### src/rtl/axi_lite_pkg.sv
// Shared AXI4-Lite constants and helpers for the register slave.
package axi_lite_pkg;

  localparam logic [1:0] RESP_OKAY   = 2'b00;
  localparam logic [1:0] RESP_SLVERR = 2'b10;

  localparam int unsigned AXI_DATA_WIDTH = 32;
  localparam int unsigned AXI_STRB_WIDTH = 4;

  function automatic logic in_range(input int unsigned idx, input int unsigned n);
    return idx < n;
  endfunction

endpackage

### src/rtl/axi_lite_reg_cell.sv
// One 32-bit control register with byte-enable write and a write pulse
// that coincides with the first cycle the new value is visible.
module axi_lite_reg_cell
  import axi_lite_pkg::*;
#(
  parameter logic [AXI_DATA_WIDTH-1:0] RESET_VALUE = '0
) (
  input  logic                      clk,
  input  logic                      rst,
  input  logic                      we,
  input  logic [AXI_STRB_WIDTH-1:0] strb,
  input  logic [AXI_DATA_WIDTH-1:0] wdata,
  output logic [AXI_DATA_WIDTH-1:0] q,
  output logic                      pulse
);

  always_ff @(posedge clk) begin
    if (rst) begin
      q     <= RESET_VALUE;
      pulse <= 1'b0;
    end else begin
      pulse <= we;
      if (we) begin
        for (int unsigned b = 0; b < AXI_STRB_WIDTH; b++) begin
          if (strb[b]) q[8*b +: 8] <= wdata[8*b +: 8];
        end
      end
    end
  end

endmodule

### src/rtl/axi_lite_reg_slave.sv
// AXI4-Lite slave exposing NUM_REGS read/write registers, with one-entry
// AW/W holding registers, a single outstanding B and a one-cycle read path.
module axi_lite_reg_slave
  import axi_lite_pkg::*;
#(
  parameter int unsigned                ADDR_WIDTH  = 6,
  parameter int unsigned                NUM_REGS    = 8,
  parameter logic [AXI_DATA_WIDTH-1:0]  RESET_VALUE = 32'h0000_0000
) (
  input  logic                         aclk,
  input  logic                         areset,
  input  logic [ADDR_WIDTH-1:0]        s_axi_awaddr,
  input  logic [2:0]                   s_axi_awprot,
  input  logic                         s_axi_awvalid,
  output logic                         s_axi_awready,
  input  logic [AXI_DATA_WIDTH-1:0]    s_axi_wdata,
  input  logic [AXI_STRB_WIDTH-1:0]    s_axi_wstrb,
  input  logic                         s_axi_wvalid,
  output logic                         s_axi_wready,
  output logic [1:0]                   s_axi_bresp,
  output logic                         s_axi_bvalid,
  input  logic                         s_axi_bready,
  input  logic [ADDR_WIDTH-1:0]        s_axi_araddr,
  input  logic [2:0]                   s_axi_arprot,
  input  logic                         s_axi_arvalid,
  output logic                         s_axi_arready,
  output logic [AXI_DATA_WIDTH-1:0]    s_axi_rdata,
  output logic [1:0]                   s_axi_rresp,
  output logic                         s_axi_rvalid,
  input  logic                         s_axi_rready,
  output logic [NUM_REGS*32-1:0]       reg_q,
  output logic [NUM_REGS-1:0]          wr_pulse
);

  localparam int unsigned IDX_W = ADDR_WIDTH - 2;

  logic                      aw_full, w_full;
  logic [IDX_W-1:0]          aw_idx_q;
  logic [AXI_DATA_WIDTH-1:0] w_data_q;
  logic [AXI_STRB_WIDTH-1:0] w_strb_q;

  logic                      aw_hs, w_hs, ar_hs, commit, wr_ok, rd_ok;
  logic [IDX_W-1:0]          wr_idx, rd_idx;
  logic [AXI_DATA_WIDTH-1:0] wr_data, rd_data;
  logic [AXI_STRB_WIDTH-1:0] wr_strb;
  logic [NUM_REGS-1:0]       we;

  assign s_axi_awready = !areset && !aw_full;
  assign s_axi_wready  = !areset && !w_full;
  assign s_axi_arready = !areset && !s_axi_rvalid;

  assign aw_hs = s_axi_awvalid && s_axi_awready;
  assign w_hs  = s_axi_wvalid  && s_axi_wready;
  assign ar_hs = s_axi_arvalid && s_axi_arready;

  // Commit may take AW/W straight from the bus so a same-cycle pair
  // produces B on the very next cycle instead of going through the holders.
  always_comb begin
    wr_idx  = aw_full ? aw_idx_q : s_axi_awaddr[ADDR_WIDTH-1:2];
    wr_data = w_full  ? w_data_q : s_axi_wdata;
    wr_strb = w_full  ? w_strb_q : s_axi_wstrb;
    commit  = (aw_full || aw_hs) && (w_full || w_hs) && !s_axi_bvalid;
    wr_ok   = in_range(32'(wr_idx), NUM_REGS);
    rd_idx  = s_axi_araddr[ADDR_WIDTH-1:2];
    rd_ok   = in_range(32'(rd_idx), NUM_REGS);
  end

  always_comb begin
    we      = '0;
    rd_data = '0;
    for (int unsigned i = 0; i < NUM_REGS; i++) begin
      we[i] = commit && wr_ok && (wr_idx == IDX_W'(i));
      if (rd_idx == IDX_W'(i)) rd_data = reg_q[32*i +: 32];
    end
  end

  always_ff @(posedge aclk) begin
    if (areset) begin
      aw_full      <= 1'b0;
      w_full       <= 1'b0;
      aw_idx_q     <= '0;
      w_data_q     <= '0;
      w_strb_q     <= '0;
      s_axi_bvalid <= 1'b0;
      s_axi_bresp  <= RESP_OKAY;
    end else if (commit) begin
      aw_full      <= 1'b0;
      w_full       <= 1'b0;
      s_axi_bvalid <= 1'b1;
      s_axi_bresp  <= wr_ok ? RESP_OKAY : RESP_SLVERR;
    end else begin
      if (aw_hs) begin
        aw_full  <= 1'b1;
        aw_idx_q <= s_axi_awaddr[ADDR_WIDTH-1:2];
      end
      if (w_hs) begin
        w_full   <= 1'b1;
        w_data_q <= s_axi_wdata;
        w_strb_q <= s_axi_wstrb;
      end
      if (s_axi_bvalid && s_axi_bready) s_axi_bvalid <= 1'b0;
    end
  end

  // Reads sample reg_q before this edge's commit lands: same-edge reads see old data.
  always_ff @(posedge aclk) begin
    if (areset) begin
      s_axi_rvalid <= 1'b0;
      s_axi_rdata  <= '0;
      s_axi_rresp  <= RESP_OKAY;
    end else if (ar_hs) begin
      s_axi_rvalid <= 1'b1;
      s_axi_rdata  <= rd_ok ? rd_data : '0;
      s_axi_rresp  <= rd_ok ? RESP_OKAY : RESP_SLVERR;
    end else if (s_axi_rvalid && s_axi_rready) begin
      s_axi_rvalid <= 1'b0;
    end
  end

  for (genvar i = 0; i < NUM_REGS; i++) begin : g_cell
    axi_lite_reg_cell #(.RESET_VALUE(RESET_VALUE)) u_cell (
      .clk   (aclk),
      .rst   (areset),
      .we    (we[i]),
      .strb  (wr_strb),
      .wdata (wr_data),
      .q     (reg_q[32*i +: 32]),
      .pulse (wr_pulse[i])
    );
  end

  logic unused;
  assign unused = ^{s_axi_awprot, s_axi_arprot, s_axi_awaddr[1:0], s_axi_araddr[1:0]};

endmodule

### config.mk
export PLATFORM = sky130hd
export DESIGN_NAME = axi_lite_reg_slave
export DESIGN_NICKNAME = d
export VERILOG_FILES = /design/src/rtl/axi_lite_pkg.sv /design/src/rtl/axi_lite_reg_cell.sv /design/src/rtl/axi_lite_reg_slave.sv
export SDC_FILE = /design/constraint.sdc
export NUM_CORES = 1
export LEC_CHECK = 0
export ABC_AREA = 0
export BUFFER_PORTS_ARGS = -buffer_cell sky130_fd_sc_hd__buf_2
export CAP_MARGIN = 20
export CORE_MARGIN = 3
export CORE_UTILIZATION = 36
export DETAILED_ROUTE_END_ITERATION = 8
export HOLD_SLACK_MARGIN = 0.12
export PLACE_DENSITY = 0.65
export SETUP_SLACK_MARGIN = 0.5
export SYNTH_ARGS = -nofsm -noshare
export SYNTH_HDL_FRONTEND = slang
export SYNTH_SLANG_ARGS = --single-unit
### constraint.sdc
create_clock -name aclk -period 5.3 [get_ports aclk]
set_input_delay 0.53 -clock aclk [delete_from_list [all_inputs] [get_ports aclk]]
set_output_delay 0.53 -clock aclk [all_outputs]
set_load 0.02 [all_outputs]
* After elaboration in Yosys (flattened, before gate mapping)
Index checks and enable logic that the tools add are counted.
** Cells by class
- Order comparisons :: 2
- Equal/unequal tests :: 14
- Mux-type cells :: 18
- Bitwise logic cells :: 1
- Reductions and logical operators :: 65
** Operators by type and width (number)
- 2-to-1 mux 32 bit :: 10
- AND reduction 2 bit :: 34
- equality test 4 x 3 -> 1 bit, second input constant :: 8
- logical AND 1 bit :: 19
- equality test 4 x 2 -> 1 bit, second input constant :: 4
- equality test 4 x 1 -> 1 bit, second input constant :: 2
- zero test 4 bit :: 2
- < comparator 4 bit, second input constant :: 2
- 2-to-1 mux 4 bit :: 2
- zero test 1 bit :: 5
- 2-to-1 mux 1 bit :: 4
- 2-to-1 mux 2 bit :: 2
- nonzero test 2 bit :: 2
- logical OR 1 bit :: 2
- OR reduction 2 bit :: 1
- NOT 1 bit :: 1
** Storage, ports and cells
- Bits in registers :: 344
- Bits of input ports :: 61
- Output and inout port bits :: 305
- Word-level logic and storage cells :: 150

* Longest topological paths before layout
- Depth after elaboration :: 10
- Depth in mapped cells :: 9
- Mapped depth without buffers :: 5

* Hierarchy
Synthesis repeated with hierarchy kept, for this count alone.
** Second synthesis, totals
- Cells, all modules :: 1965
- Area total of the unflattened synthesis :: 18267.5 µm²
** By module, submodules not included
- axi_lite_reg_cell :: times used 8, cells each 149, area an instance 1541.5 µm², sequential area each 660.6 µm²
- axi_lite_reg_slave :: times used 1, cells each 773, area an instance 5935.7 µm², sequential area each 1561.5 µm²

* Worst setup path after synthesis
OpenSTA, ideal clock, no wires.
- Kind :: input -> output
- From :: in areset
- To :: out s_axi_awready
- Arrival :: 1938 ps
- Required time :: 4770 ps
- Setup slack :: 2832 ps
- Stages :: 7
- Buffers on the path :: 6
- Path through :: clkbuf_1 -> buf_2 -> buf_2 -> buf_2 -> buf_2 -> clkbuf_1 -> nor2_1
** Between the ends
- Word-level cells in the longest chain between the ends :: 2
** RTL lines
- from (decl) :: RTL line axi_lite_reg_slave.sv:11 : input logic areset,
- zero test 1 bit :: RTL line axi_lite_reg_slave.sv:48 : assign s_axi_awready = !areset && !aw_full;
- logical AND 1 bit :: RTL line axi_lite_reg_slave.sv:48
- to (decl) :: RTL line axi_lite_reg_slave.sv:15 : output logic s_axi_awready,
Every way passes these cells.

* Final worst setup path
- From :: reg aw_full
- To :: reg g_cell[2].u_cell.q[14]
** Between the ends
- Word-level cells in the longest chain between the ends :: 9
** RTL lines
- from (decl) :: RTL line axi_lite_reg_slave.sv:37 : logic aw_full, w_full;
- from (signal assigned) :: RTL line axi_lite_reg_slave.sv:79 : aw_full <= 1'b0;
- from (signal assigned) :: RTL line axi_lite_reg_slave.sv:87 : aw_full <= 1'b0;
- from (signal assigned) :: RTL line axi_lite_reg_slave.sv:93 : aw_full <= 1'b1;
- parallel branches: the longest is 7 deep, another holds < comparator 4 bit
- logical AND 1 bit (*) :: RTL line axi_lite_reg_slave.sv:72 : we[i] = commit && wr_ok && (wr_idx == IDX_W'(i));
- AND reduction 2 bit (no source line) (*)
- to (signal, indexed assignment) :: RTL line axi_lite_reg_cell.sv:25 : if (strb[b]) q[8*b +: 8] <= wdata[8*b +: 8];
- to (decl) :: RTL line axi_lite_reg_cell.sv:13 : output logic [AXI_DATA_WIDTH-1:0] q,
Every way passes the cells marked *.
A chain may end at the register's enable or synchronous reset.

==> flow_summary.ini <==
[clocking]
root_buffer = clkbuf_16
clkSinkCount = 342
numCtsBuffers = 41
path_clk_slew_ns = 0.06
htreeDepth = 2
post_cts_buffers = 0
clk_latency_ns = 0.56
cts.path.max_buffers = 3
ctsHoldBuffers = 1
cts_tree = built
ctsResizeCount = 0

[power]
p_leak_nw = 8.15
power-per-cell-area_nw_per_um2 = 295
irDropWorstVdd_uv = 195

[flow_run]
maxCapViolations = 0

[global_routing]
grt_pass1_vias = 13200
grt_pass1_wl_um = 86400
grt-ovfl-total = 0
grt.total_usage_pct = 23.7
grt_antenna_before_repair = 6
grt_start_max_net_pins = 233

[setup_path]
arrival_ns = 3.54
critPathCapture = g_cell[2].u_cell.q[14]
crit_fanout = 18
crit_path_start_kind = flip-flop
cp.required_ns = 5.71
cp-end-kind = flip-flop
regToRegSetupSlack_ns = 2.17
reg2reg_from = aw_full
setup.worst_path.class = reg2reg
critPathLaunch = aw_full
reg2reg_to = g_cell[2].u_cell.q[14]
rr_worst_depth = 5

[floorplan]
fp.coreArea_um2 = 44700
fp.dieW_um = 220
fp.dieH_um = 220
die_area_um2 = 48300
io_pins = 366
initial_utilization_pct = 36.8
rows = 77

[routing]
drtIter0Drc = 1055
vias_per_cell = 5.28
drtPass1Iterations = 5
wl_per_cell_um = 22.9
ant_nets = 0
vias = 13700
wirelength_um = 59500
drcViolationCount = 0

[synth]
syn_inst = 1718
yosysWarnings = 0
yosys_most_used_dff = dfxtp_1
synth_edf_count = 0
ys_types = 58
synthArstFlopShare_pct = 0
post_synth.cell_area_avg_um2 = 9.58
syn_area_um2 = 16500
synth_seq_cells = 342
synth_seq_area_share_pct = 41.6

[timing]
finalCritPeriodShare_pct = 59.0
finalHoldViolCount = 0
timing.hold.ws_ns = 0.220
skew_ns = 0.0173
rsz0062_at_grt = no
relSlewSlack_pct = 24.5
fin_crit_ns = 3.13
setup_viol = 0
slew_viol_final = 0
fin_setup_tns_ns = 0
worstMarginPinSlew_ns = 1.13
fmax_mhz = 320

[placement]
placed_cells = 2527
portBuffers = 353
hpwl_um = 41700
place_congestion = 0.924

[final_layout]
nets = 2041
drive_above_1_share_pct = 26.2
area_growth_pct = 19.9
fin_cells = 2602

[hold_path]
hp-class = in2reg

[status]
outcome = finished, final reports clean
-- critical path, stage by stage (launching register included) --
cell      delay (ns)
dfxtp_1         0.83
inv_2           0.17
a31oi_4         0.72
nand2b_1        0.93
nor2_8          0.14
mux2i_1         0.18
-- worst min path at each step --
stage / start / slack [ns] / to / cells past startpoint
2_1_floorplan: w_strb_q[0] / 0.43 / w_strb_q[0] / 2
3_3_place_gp: w_strb_q[2] / 0.44 / w_strb_q[2] / 2
3_5_place_dp: s_axi_rdata[23] / 0.44 / s_axi_rdata[23] / 2
4_1_cts: s_axi_wdata[19] / 0.18 / w_data_q[19] / 3
5_1_grt: s_axi_wdata[19] / 0.21 / w_data_q[19] / 3
6_report: s_axi_wdata[28] / 0.22 / w_data_q[28] / 3
-- placed cells by master, fill, tap and decap left out, types with 4 or more instances in the layout --
cell type and n:
nor3_1 7, a221oi_1 10, nand2_1 131, clkbuf_16 43, nor2_4 8, o2bb2ai_1 24, or3_1 5, buf_4 18
buf_2 351, o211ai_1 10, o221ai_1 22, o31ai_1 5, a22oi_1 30, nand3_1 6, clkinv_2 6, mux2i_1 310
nand2b_1 260, or2_2 28, or2_1 7, clkbuf_1 16, o22ai_1 6, inv_1 25, nor2_1 30, nand2_8 4
o21ai_1 6, mux2_2 14, and3_1 25, a21oi_1 96, dfxtp_1 341, nor2b_1 5, clkbuf_8 4, o21ai_0 84
nor2_8 24
-- metal layers --
layer / part of all wire [%] / vias up / track usage [%]
li1: - / 6462 / -
met1: 44 / 6644 / 31.9
met2: 44 / 529 / 36.2
met3: 7.9 / 108 / 6.11
met4: 3.9 / 4 / 9.59
met5: 0.039 / - / 0
-- cells by family (layout without fill, tap and decap cells) --
| family | Yosys count | count (layout) | synth area share, % |
|---|---|---|---|
| buffers and inverters | 184 | 473 | 4.86 |
| AO/OA/AOI/OAI | 315 | 315 | 12.5 |
| flip-flops | 342 | 342 | 41.6 |
| other | 1 | 4 | 0.0228 |
| multiplexers | 324 | 324 | 19.8 |
| AND/OR/NAND/NOR | 552 | 552 | 21.2 |
-- synth_stat cells, types with 22 or more instances --
master,number,area share (%)
buf_1,35,0.80
nor2_1,30,0.68
a21oi_1,96,2.9
mux2i_1,310,19
nand2_1,131,3.0
a22oi_1,30,1.4
or2_2,28,1.1
dfxtp_1,342,42
clkbuf_1,87,2.0
inv_1,25,0.57
o221ai_1,22,1.2
nor2_8,24,2.9
o2bb2ai_1,24,1.3
o21ai_0,84,2.6
and3_1,25,0.95
nand2b_1,260,9.9
-- flip-flops by register name (all words and copies together) (netlist names) --
| name | cells |
|---|---|
| aw_full | 1 |
| aw_idx_q | 4 |
| g_cell.u_cell.pulse | 8 |
| g_cell.u_cell.q | 256 |
| s_axi_bresp | 1 |
| s_axi_bvalid | 1 |
| s_axi_rdata | 32 |
| s_axi_rresp | 1 |
| s_axi_rvalid | 1 |
| w_data_q | 32 |
| w_full | 1 |
| w_strb_q | 4 |
-- metrics by stage --
stage,power [mW],setup slack [ns],utilization [%],instance area (µm²)
4_1_cts,5.88,2.19,44.1,19700
3_3_place_gp,3.21,1.92,41.2,18400
2_1_floorplan,3.05,2.83,-,16500
3_5_place_dp,3.22,1.95,41.3,18500
6_report,5.82,2.17,44.1,19700
5_1_grt,6.01,2.06,44.1,19700
-- power by group --
part	switching (mW)	leakage, nW	internal (mW)
sequential	0.0288	2.76	2.60
combinational	0.376	4.78	0.172
clock	1.11	0.607	1.53
total	1.52	8.15	4.30
-- layout make-up --
type,count,area (µm²)
Fill cell,4349,25000
Sequential cell,342,6850
Multi-Input combinational cell,1193,8820
Clock inverter,9,56.3
Clock buffer,62,1180
Inverter,28,105
Tap cell,592,741
Timing Repair Buffer,374,1970
Antenna cell,2,5.00
Note: power is estimated with default switching activity, not from simulation.
